--- src/rtl/probe_launch_gen.sv ---
// Probe launch pattern generator: synchronises an external trigger and, per accepted
// edge, emits a one-cycle strobe and updates a 4-bit launch pattern held for HOLD_CYCLES.
module probe_launch_gen #(
  parameter int unsigned HOLD_CYCLES = 4,
  parameter logic [15:0] LFSR_SEED   = 16'hACE1
) (
  input  logic        system_clk,
  input  logic        S_AXI_aresetn,
  input  logic        trigger_in,
  input  logic        enable,
  input  logic [1:0]  mode,
  input  logic [3:0]  mask,
  input  logic        clear_count,
  output logic [3:0]  data_out,
  output logic        launch_strobe,
  output logic [15:0] launch_count,
  output logic        busy,
  output logic        overrun
);

  typedef enum logic [1:0] {
    IDLE   = 2'd0,
    ARM    = 2'd1,
    LAUNCH = 2'd2,
    HOLD   = 2'd3
  } state_t;

  localparam logic [7:0] HOLD_LOAD = 8'(HOLD_CYCLES - 1);

  (* ASYNC_REG = "TRUE" *) logic s0_r;
  (* ASYNC_REG = "TRUE" *) logic s1_r;
  logic        s2_r;
  logic [2:0]  warm_r;
  logic        trig_edge_s;
  state_t      state_r;
  logic [7:0]  hold_cnt_r;
  logic [15:0] lfsr_r;
  logic [3:0]  data_r;
  logic        strobe_r;
  logic        busy_r;
  logic [15:0] count_r;
  logic        overrun_r;

  // Fibonacci taps 16,14,13,11 map to bits 15,13,12,10 when shifting left.
  function automatic logic [15:0] lfsr_next(input logic [15:0] v);
    return {v[14:0], v[15] ^ v[13] ^ v[12] ^ v[10]};
  endfunction

  function automatic logic [3:0] pattern_next(input logic [1:0] m, input logic [3:0] msk,
                                              input logic [3:0] d, input logic [3:0] rnd);
    logic [3:0] r;
    case (m)
      2'b00:   r = d ^ msk;
      2'b01:   r = (rnd & msk) | (d & ~msk);
      2'b10:   r = (d == 4'b0000) ? 4'b0001 : {d[2:0], d[3]};
      2'b11:   r = d;
      default: r = d;
    endcase
    return r;
  endfunction

  // warm_r masks the pipeline fill after reset so a trigger already high is not an edge.
  assign trig_edge_s = s1_r & ~s2_r & warm_r[2];

  // Trigger synchroniser and edge pipeline.
  always_ff @(posedge system_clk or negedge S_AXI_aresetn) begin
    if (!S_AXI_aresetn) begin
      s0_r   <= 1'b0;
      s1_r   <= 1'b0;
      s2_r   <= 1'b0;
      warm_r <= 3'b000;
    end else begin
      s0_r   <= trigger_in;
      s1_r   <= s0_r;
      s2_r   <= s1_r;
      warm_r <= {warm_r[1:0], 1'b1};
    end
  end

  // Launch FSM with registered strobe, busy, pattern and LFSR.
  always_ff @(posedge system_clk or negedge S_AXI_aresetn) begin
    if (!S_AXI_aresetn) begin
      state_r    <= IDLE;
      hold_cnt_r <= 8'd0;
      lfsr_r     <= LFSR_SEED;
      data_r     <= 4'b0000;
      strobe_r   <= 1'b0;
      busy_r     <= 1'b0;
    end else begin
      case (state_r)
        IDLE: begin
          state_r <= enable ? ARM : IDLE;
        end
        ARM: begin
          if (!enable) begin
            state_r <= IDLE;
          end else if (trig_edge_s) begin
            state_r  <= LAUNCH;
            strobe_r <= 1'b1;
            busy_r   <= 1'b1;
          end else begin
            state_r <= ARM;
          end
        end
        LAUNCH: begin
          state_r    <= HOLD;
          strobe_r   <= 1'b0;
          hold_cnt_r <= HOLD_LOAD;
          data_r     <= pattern_next(mode, mask, data_r, lfsr_r[3:0]);
          lfsr_r     <= lfsr_next(lfsr_r);
        end
        HOLD: begin
          if (hold_cnt_r == 8'd0) begin
            state_r <= enable ? ARM : IDLE;
            busy_r  <= 1'b0;
          end else begin
            hold_cnt_r <= hold_cnt_r - 8'd1;
          end
        end
        default: begin
          state_r  <= IDLE;
          strobe_r <= 1'b0;
          busy_r   <= 1'b0;
        end
      endcase
    end
  end

  // Statistics: clear wins over a coincident increment or overrun set.
  always_ff @(posedge system_clk or negedge S_AXI_aresetn) begin
    if (!S_AXI_aresetn) begin
      count_r   <= 16'd0;
      overrun_r <= 1'b0;
    end else if (clear_count) begin
      count_r   <= 16'd0;
      overrun_r <= 1'b0;
    end else begin
      if ((state_r == LAUNCH) && (count_r != 16'hFFFF)) begin
        count_r <= count_r + 16'd1;
      end
      if (trig_edge_s && ((state_r == LAUNCH) || (state_r == HOLD))) begin
        overrun_r <= 1'b1;
      end
    end
  end

  assign data_out      = data_r;
  assign launch_strobe = strobe_r;
  assign launch_count  = count_r;
  assign busy          = busy_r;
  assign overrun       = overrun_r;

endmodule

--- config.mk ---
export PLATFORM = sky130hd
export DESIGN_NAME = probe_launch_gen
export DESIGN_NICKNAME = d
export VERILOG_FILES = /design/src/rtl/probe_launch_gen.sv
export SDC_FILE = /design/constraint.sdc
export NUM_CORES = 1
export LEC_CHECK = 0
export BUFFER_PORTS_ARGS = -buffer_cell sky130_fd_sc_hd__buf_2
export CAP_MARGIN = 20
export CORE_ASPECT_RATIO = 1.1
export CORE_MARGIN = 2
export CORE_UTILIZATION = 57
export CTS_CLUSTER_DIAMETER = 30
export DETAILED_ROUTE_END_ITERATION = 10
export PLACE_DENSITY = 0.81
export SYNTH_ARGS = -nofsm -noshare
export SYNTH_HDL_FRONTEND = slang
export SYNTH_SLANG_ARGS = --single-unit
--- constraint.sdc ---
create_clock -name system_clk -period 3.49 [get_ports system_clk]
set_input_delay 0.349 -clock system_clk [delete_from_list [all_inputs] [get_ports system_clk]]
set_output_delay 0.349 -clock system_clk [all_outputs]
set_load 0.01 [all_outputs]
[Word level (Yosys, flattened, before mapping)]
Index checks and enable logic that the tools add are counted.
Storage, ports and cells
  logic and storage cells: 71
  output and inout bits: 23
  input bits: 11
  register bits after elaboration: 55
Operators by class
  muxes and demuxes: 18
  reduce and logical (&&, ||, !) cells: 16
  equal/unequal tests: 11
  bitwise operators: 12
  $add $sub $neg: 2
Operator list (count)
  2-to-1 mux 16 bit: 2
  adder 16 x 1 -> 16 bit, second input constant: 1
  != test 16 bit, second input constant: 1
  one-hot mux 8 bit (2 select lines): 1
  one-hot mux 4 bit (3 select lines): 1
  nonzero test 2 bit: 5
  AND 4 bit: 2
  equality test 2 bit, second input constant: 4
  zero test 8 bit: 1
  2-to-1 mux 8 bit: 1
  != test 2 bit, second input constant: 4
  one-hot mux 2 bit (4 select lines): 1
  subtractor 8 x 1 -> 8 bit, second input constant: 1
  2-to-1 mux 1 bit: 6
  2-to-1 mux 2 bit: 3
  equality test 2 x 1 -> 1 bit, second input constant: 2
  zero test 2 bit: 2
  zero test 4 bit: 1
  2-to-1 mux 4 bit: 1
  inverter 4 bit: 1
  bitwise OR 4 bit: 1
  one-hot mux 1 bit (2 select lines): 2
  AND reduction 2 bit: 2
  AND reduction 4 bit: 1
  7 further kinds: 12

[Depth between registers and ports, before layout]
Gate-level depths: netlist of the first run.
  depth in word-level cells: 6
  mapped depth: 7
  depth with buffers taken out: 6

[Least setup slack after synthesis of the first run]
OpenSTA, ideal clock, no wires.
  path kind: register to register
  start: register state_r[0]
  end: register count_r[11] (netlist: launch_count[11])
  period minus slack after synthesis: 1.883 ns
  data required time: 3.412 ns
  path slack: 1.607 ns
  cell stages (with the launch flop): 7
  path buffers: 0
  library setup time: 0.078 ns
  data arrival time: 1.805 ns
  cell sequence: dfrtp_1 > inv_1 > ha_1 > and3_1 > or4b_4 > or3_1 > a21oi_1
Between the ends
  longest elaborated chain between the ends: 3
RTL lines
  from (decl): line 35  | state_t state_r;
  from (signal assigned): line 92  | state_r <= enable ? ARM : IDLE;
  from (signal assigned): line 114  | state_r <= enable ? ARM : IDLE;
  equality test 2 bit: line 138  | if ((state_r == LAUNCH) && (count_r != 16'hFFFF)) begin
  logical AND 1 bit: line 138
  nonzero test 2 bit (no source line)
  to (signal assigned): line 139  | count_r <= count_r + 16'd1;
  to (decl): line 41  | logic [15:0] count_r;
Every way passes these cells.
A chain may end at the register's enable or synchronous reset.

[Final worst setup path of the first run]
Ends and elaborated chain as after synthesis.

==> results of run 1 <==
[power by group through the flow]
stage / Sequential, mW / Clock [mW] / Combinational, mW
2_1_floorplan: 0.739 / 0 / 0.226
3_3_place_gp: 0.744 / 0 / 0.292
3_5_place_dp: 0.746 / 0 / 0.302
4_1_cts: 0.735 / 0.372 / 0.304
5_1_grt: 0.744 / 0.396 / 0.340
6_report: 0.736 / 0.357 / 0.301
[worst min-delay path by stage]
stage,startpoint,to,slack (ns),cells after the start
2_1_floorplan,S_AXI_aresetn,busy,0.05,0
3_3_place_gp,s0_r,s1_r,0.33,0
3_5_place_dp,s0_r,s1_r,0.33,0
4_1_cts,S_AXI_aresetn,s0_r,0.05,1
5_1_grt,S_AXI_aresetn,s0_r,0.08,1
6_report,S_AXI_aresetn,s0_r,0.04,1
[cells by family (layout without fill, tap and decap cells)]
kind of cell,after synthesis,after routing
buffers and inverters,20,56
multiplexers,29,29
adder cells (fa/ha/maj),9,9
XOR/XNOR,8,8
flip-flops,55,55
AO/OA/AOI/OAI,54,54
AND/OR/NAND/NOR,91,91
other,1,1
[cells in the mapped netlist, types with 3 or more instances]
cell type  count
nand3_1        6
nor2b_1       10
a221oi_1       3
nand4b_1       3
nand2b_1       7
a21oi_1       16
or3_1          6
inv_1         12
nand2_1       10
clkbuf_1       7
ha_1           9
o21ai_0       12
nand4_1        4
and3_1         3
a31oi_1        5
nor2_1        21
o22a_1         3
dfstp_2        8
mux2_2        26
dfrtp_1       47
mux2i_1        3
xnor2_1        8
nor3_1         6
[state kept, by name, indices dropped and copies added, names as in the netlist, 2 cells and up]
register      flops
hold_cnt_r        8
warm_r            3
lfsr_r           16
launch_count     16
state_r           2
data_out          4
[final cells by class]
type	count	area, sq um
fillers	403	1750
flip-flops and latches	55	1390
clock buffers	5	68.8
clock inverters	3	25.0
inverters	12	45.0
multi-input cells	192	1400
well taps	58	72.6
repair buffers	36	188
[through the flow]
step	hold WS (ns)	util [%]	area [sq um]	worst slack [ns]	total power, mW
3_3_place_gp	0.332	62.7	3090	1.36	1.04
4_1_cts	0.0536	64.6	3190	1.22	1.41
3_5_place_dp	0.335	62.7	3090	1.28	1.05
2_1_floorplan	0.0534	-	2860	1.61	0.966
6_report	0.0405	64.6	3190	1.22	1.39
5_1_grt	0.0761	64.6	3190	1.11	1.48
[cell usage in the layout (no fill, tap or decap), types with 2 or more instances in the layout]
cell type | synthesis | routed
o21ai_0 | 12 | 12
a21oi_1 | 16 | 16
and3_1 | 3 | 3
a22o_1 | 2 | 2
buf_4 | 0 | 3
xnor2_1 | 8 | 8
nand4_1 | 4 | 4
nand2_1 | 10 | 10
clkbuf_8 | 0 | 5
dfrtp_1 | 47 | 47
o22a_1 | 3 | 3
nand4b_1 | 3 | 3
mux2i_1 | 3 | 3
nor4_1 | 2 | 2
or3_1 | 6 | 6
clkinv_4 | 0 | 2
nor3_1 | 6 | 6
inv_1 | 12 | 12
ha_1 | 9 | 9
buf_2 | 0 | 33
nor4b_1 | 2 | 2
and4b_1 | 2 | 2
a22oi_1 | 2 | 2
a221oi_1 | 3 | 3
dfstp_2 | 8 | 8
mux2_2 | 26 | 26
nand2b_1 | 7 | 7
o22ai_1 | 2 | 2
nand3_1 | 6 | 6
nor2_1 | 21 | 21
a31oi_1 | 5 | 5
nor2b_1 | 10 | 10
a211o_1 | 2 | 2
[worst register-to-register path, cell delays in order (launching register included)]
cell and delay [ns]:
dfrtp_1 0.43, inv_1 0.07, ha_1 0.16, buf_4 0.23, and3_1 0.29, or4b_4 0.51
or3_1 0.37, a21oi_1 0.14
[layer usage]
layer / vias to the layer above / global-route usage (%)
li1: 1045 / -
met2: 33 / 34.4
met4: 0 / 6.23
met5: - / 0
met1: 1050 / 25.8
met3: 5 / 3.59
==> impl_metrics.yaml, run 1 <==
status:
  status: "finished clean"
yosys:
  synthSimpleGateAreaFrac_pct: 19.1
  syn_avg_cell_area_sq_um: 10.7
  synthXorXnorAreaFrac_pct: 2.45
  synth_mux_area_share_pct: 11.3
  syn-cell-area_sq_um: 2860
  ys_types: 48
  synth_top_family_by_area: "simple AND/OR/NAND/NOR gates"
  synth_cells: 267
  async_flop_share_pct: 100
  synth.largest_area_cell: "dfrtp_1"
  yosysWarnings: 0
  synth_top_flop_cell: "dfrtp_1"
  synth.area.top_cells: "dfrtp_1 41%, mux2_2 10%, dfstp_2 7.3%, ha_1 3.9%, a21oi_1 2.8%"
  seq_area_frac_synth_pct: 48.4
  syn_nets: 287
  synth-edff-count: 0
  synth.top_cell.area_share_pct: 41.1
  synth_adder_area_share_pct: 3.94
  synth_seq_cells: 55
  synth-compound-area-share_pct: 12.1
global_route:
  grt_max_degree: 30
  grt_pass1_wl_um: 9040
  grtUsageTotal_pct: 20.1
  grt_overflow: 0
  antenna_found_initial: 0
  grt_pass1_vias: 2048
critical_path:
  end_kind: "flop"
  critPathKind: "reg2reg"
  r2r_cells: 7
  arrival_ns: 2.51
  r2r-end: "launch_count[11]"
  crit_family: "simple AND/OR/NAND/NOR gates"
  worst-path-stages: 7
  reg2reg_setup_slack_ns: 1.22
  slowest_delay_ns: 0.51
  startpoint: "state_r[0]"
  path_cells: "inv_1 -> ha_1 -> buf_4 -> and3_1 -> or4b_4 -> or3_1 -> a21oi_1"
  crit_path_max_fanout: 20
  required_ns: 3.73
  path_buf_inv: 2
  worstSetupEndpoint: "launch_count[11]"
  slowest_stage: "or4b_4"
  r2r_start: "state_r[0]"
  crit_path_start_kind: "flop"
power_and_ir_drop:
  power-per-cell-area_nw_per_um2: 437
  seqPwrFrac_pct: 52.8
  switching_power_uw: 418
  pwr-share-clk_pct: 25.6
  p_leak_nw: 1.50
  p_comb_share_pct: 21.6
  peakVddDrop_mv: 0.299
  p_int_uw: 975
  p_sw_share_pct: 30.0
routing:
  drtPass1Iterations: 4
  wirelength_um: 5310
  viasPerCell: 5.91
  wl_met1_um: 2420
  wire_per_inst_um: 14.7
  dr.max_layer_used: "met4"
  route.vias.total: 2133
  drc_errors: 0
  ant_nets: 0
  wl_met3_um: 157
  drt_iter0_markers: 158
  route.met2.wl_um: 2690
timing:
  finalHoldViolCount: 0
  relSlewSlack_pct: 50.6
  min_period_over_period_pct: 65.0
  rsz0062_at_grt: "false"
  finalSetupTns_ns: 0
  final_max_slew_viol_count: 0
  setup_viol: 0
  worstMarginPinSlew_ns: 0.731
  period_minus_slack_ns: 2.27
  fmax_mhz: 441
  skew_ns: 0.00531
clock_tree:
  root_buffer: "clkbuf_8"
  cts_hold_buf: 0
  clockBufferDepth: 2
  numCtsBuffers: 5
  ctsResizeCount: 0
  path_clk_slew_ns: 0.10
  cts_tree: "done"
  post_cts_buffers: 0
  htreeDepth: 2
  worstSkewPairLatency_ns: 0.31
  cts.sinks: 55
place:
  place_inst: 353
  place_congestion: 0.808
  portBuffers: 33
  dp_hpwl_um: 3750
final_layout:
  drive_above_1_share_pct: 27.7
  fin_cells: 361
  antennaDiodeCount: 0
  layout.nets: 322
  area_growth_pct: 11.3
worst_hold_path:
  hp-class: "in2async"
floorplan:
  start_util_pct: 58.0
  fp.dieW_um: 71.6
  design.core.area_sq_um: 4930
  die_area_sq_um: 5600
  die_h_um: 78.3
  fp-row-count: 27
  io_pins: 34
run:
  drv_cap: 0
No activity file was read; power rests on OpenSTA's default activity.
==> run 2: changes to the inputs <==
==> constraint.sdc (replaced) <==
create_clock -name system_clk -period 2.15 [get_ports system_clk]
set_input_delay 0.215 -clock system_clk [delete_from_list [all_inputs] [get_ports system_clk]]
set_output_delay 0.215 -clock system_clk [all_outputs]
set_load 0.01 [all_outputs]
==> run 2 against run 1 <==
Compared with the run above: via count grew 2.1%; sequential power up 62%; first-iteration DRC count is 19% lower; clock power increased by 64%; cell count rose by 1.7%; critical path depth fell by 1; sequential cell count unchanged; wire length down 0.96%; worst setup slack worse by 1.0 ns; cell area is 1.9% higher; total power rose by 64%; fmax rose by 15%; largest cell class unchanged.
==> impl_metrics.yaml, run 2 (synthesis gave the netlist of run 1 again) <==
status:
  status: "finished clean"
timing:
  rsz0062_at_grt: "false"
  period_minus_slack_ns: 1.97
  finalSetupTns_ns: 0
  min_period_over_period_pct: 91.4
  setup_ws_ns: 0.185
  worstMarginPinSlew_ns: 0.646
  relSlewSlack_pct: 57.0
  skew_ns: 0.00806
  final_max_slew_viol_count: 0
  setup_viol: 0
  fmax_mhz: 509
  finalHoldViolCount: 0
final_layout:
  fin_area_sq_um: 3250
  area_growth_pct: 13.4
  layout.nets: 328
  antennaDiodeCount: 0
  drive_above_1_share_pct: 28.5
  layout_common_cells: "47 x dfrtp_1, 33 x buf_2, 26 x mux2_2"
  fin_cells: 367
  layout.cells.most_common: "dfrtp_1"
floorplan:
  design.core.area_sq_um: 4930
  fp-row-count: 27
  fp.dieW_um: 71.6
  die_area_sq_um: 5600
  die_h_um: 78.3
  io_pins: 34
  start_util_pct: 58.0
clock_tree:
  root_buffer: "clkbuf_8"
  worstSkewPairLatency_ns: 0.31
  ctsResizeCount: 0
  path_clk_slew_ns: 0.10
  clockBufferDepth: 2
  cts_tree: "done"
  cts.sinks: 55
  cts_hold_buf: 2
  htreeDepth: 2
  post_cts_buffers: 0
  numCtsBuffers: 5
critical_path:
  r2r_cells: 6
  crit_path_max_fanout: 5
  critPathKind: "reg2reg"
  end_kind: "flop"
  crit_path_start_kind: "flop"
  arrival_ns: 2.20
  required_ns: 2.39
global_route:
  antenna_found_initial: 0
  use_met3_pct: 3.85
  grtUsageTotal_pct: 21.0
  grt_max_degree: 29
  grt_overflow: 0
  grt_pass1_wl_um: 9400
  gr-usage-met2_pct: 37.2
  grt_pass1_vias: 2180
  grt_busiest_layer: "met2"
  use_met1_pct: 25.6
place:
  pre_cts_ws_ns: 0.226
  dp_hpwl_um: 3760
  place_inst: 357
  portBuffers: 33
  place_congestion: 0.864
  place_area_sq_um: 3130
power_and_ir_drop:
  peakVddDrop_mv: 0.465
  p_leak_nw: 1.54
  power-per-cell-area_nw_per_um2: 705
  p_total_mw: 2.29
worst_hold_path:
  hp-class: "in2reg"
  hold_depth: 3
routing:
  wirelength_um: 5260
  route.vias.total: 2177
  wire_per_inst_um: 14.3
  viasPerCell: 5.93
  drtPass1Iterations: 4
  drc_errors: 0
  ant_nets: 0
  drt_iter0_markers: 128
run:
  drv_cap: 0
run 2: cell types whose count changed in the layout (fill, tap and decap cells not counted), sizes merged:
cell | before | now
buf | 36 | 40
clkinv | 2 | 1
clkinvlp | 1 | 0
dlygate4sd3 | 0 | 2
inv | 12 | 14
run 2: final timing paths:
check / startpoint / endpoint / slack [ns]
hold / removal: enable / state_r[0] / 0.21
max in group asynchronous: S_AXI_aresetn / lfsr_r[10] / 1.05
setup / recovery: state_r[0] / launch_count[11] / 0.18
setup reg to reg: state_r[0] / launch_count[11] / 0.18
hold reg to reg: s0_r / s1_r / 0.36
min in group asynchronous: S_AXI_aresetn / hold_cnt_r[1] / 0.46
run 2: area by class of cell:
type / count / area, sq um
timing repair buffer: 42 / 250
fill: 406 / 1690
inverter: 12 / 45.0
tap: 58 / 72.6
clock buffer: 5 / 68.8
sequential: 55 / 1390
clock inverter: 3 / 22.5
multi-input combinational: 192 / 1400
run 2: critical path, cell delays in order (launching register included):
cell and delay [ns]:
dfrtp_1 0.43, inv_1 0.07, ha_1 0.15, and3_1 0.23
or4b_4 0.50, or3_1 0.37, a21oi_1 0.14
run 2: metal layers:
layer	share of wire (%)	vias to the layer above
met2	53	23
met1	44	1099
met3	2.3	4
li1	-	1051
met5	0	-
met4	1.3	0
run 2: per-stage QoR:
stage | hold WS (ns) | util (%)
floorplan | -0.0806 | -
global placement | 0.279 | 63.5
detailed placement | 0.283 | 63.5
CTS | 0.198 | 65.8
global route | 0.218 | 65.8
finish | 0.205 | 65.8
run 2: where the power goes:
group / total [mW] / leakage, nW / switching [mW] / internal, mW
registers: 1.19 / 0.705 / 0.0805 / 1.11
clock network: 0.584 / 0.0489 / 0.348 / 0.236
logic: 0.509 / 0.782 / 0.256 / 0.252
total: 2.29 / 1.54 / 0.685 / 1.60
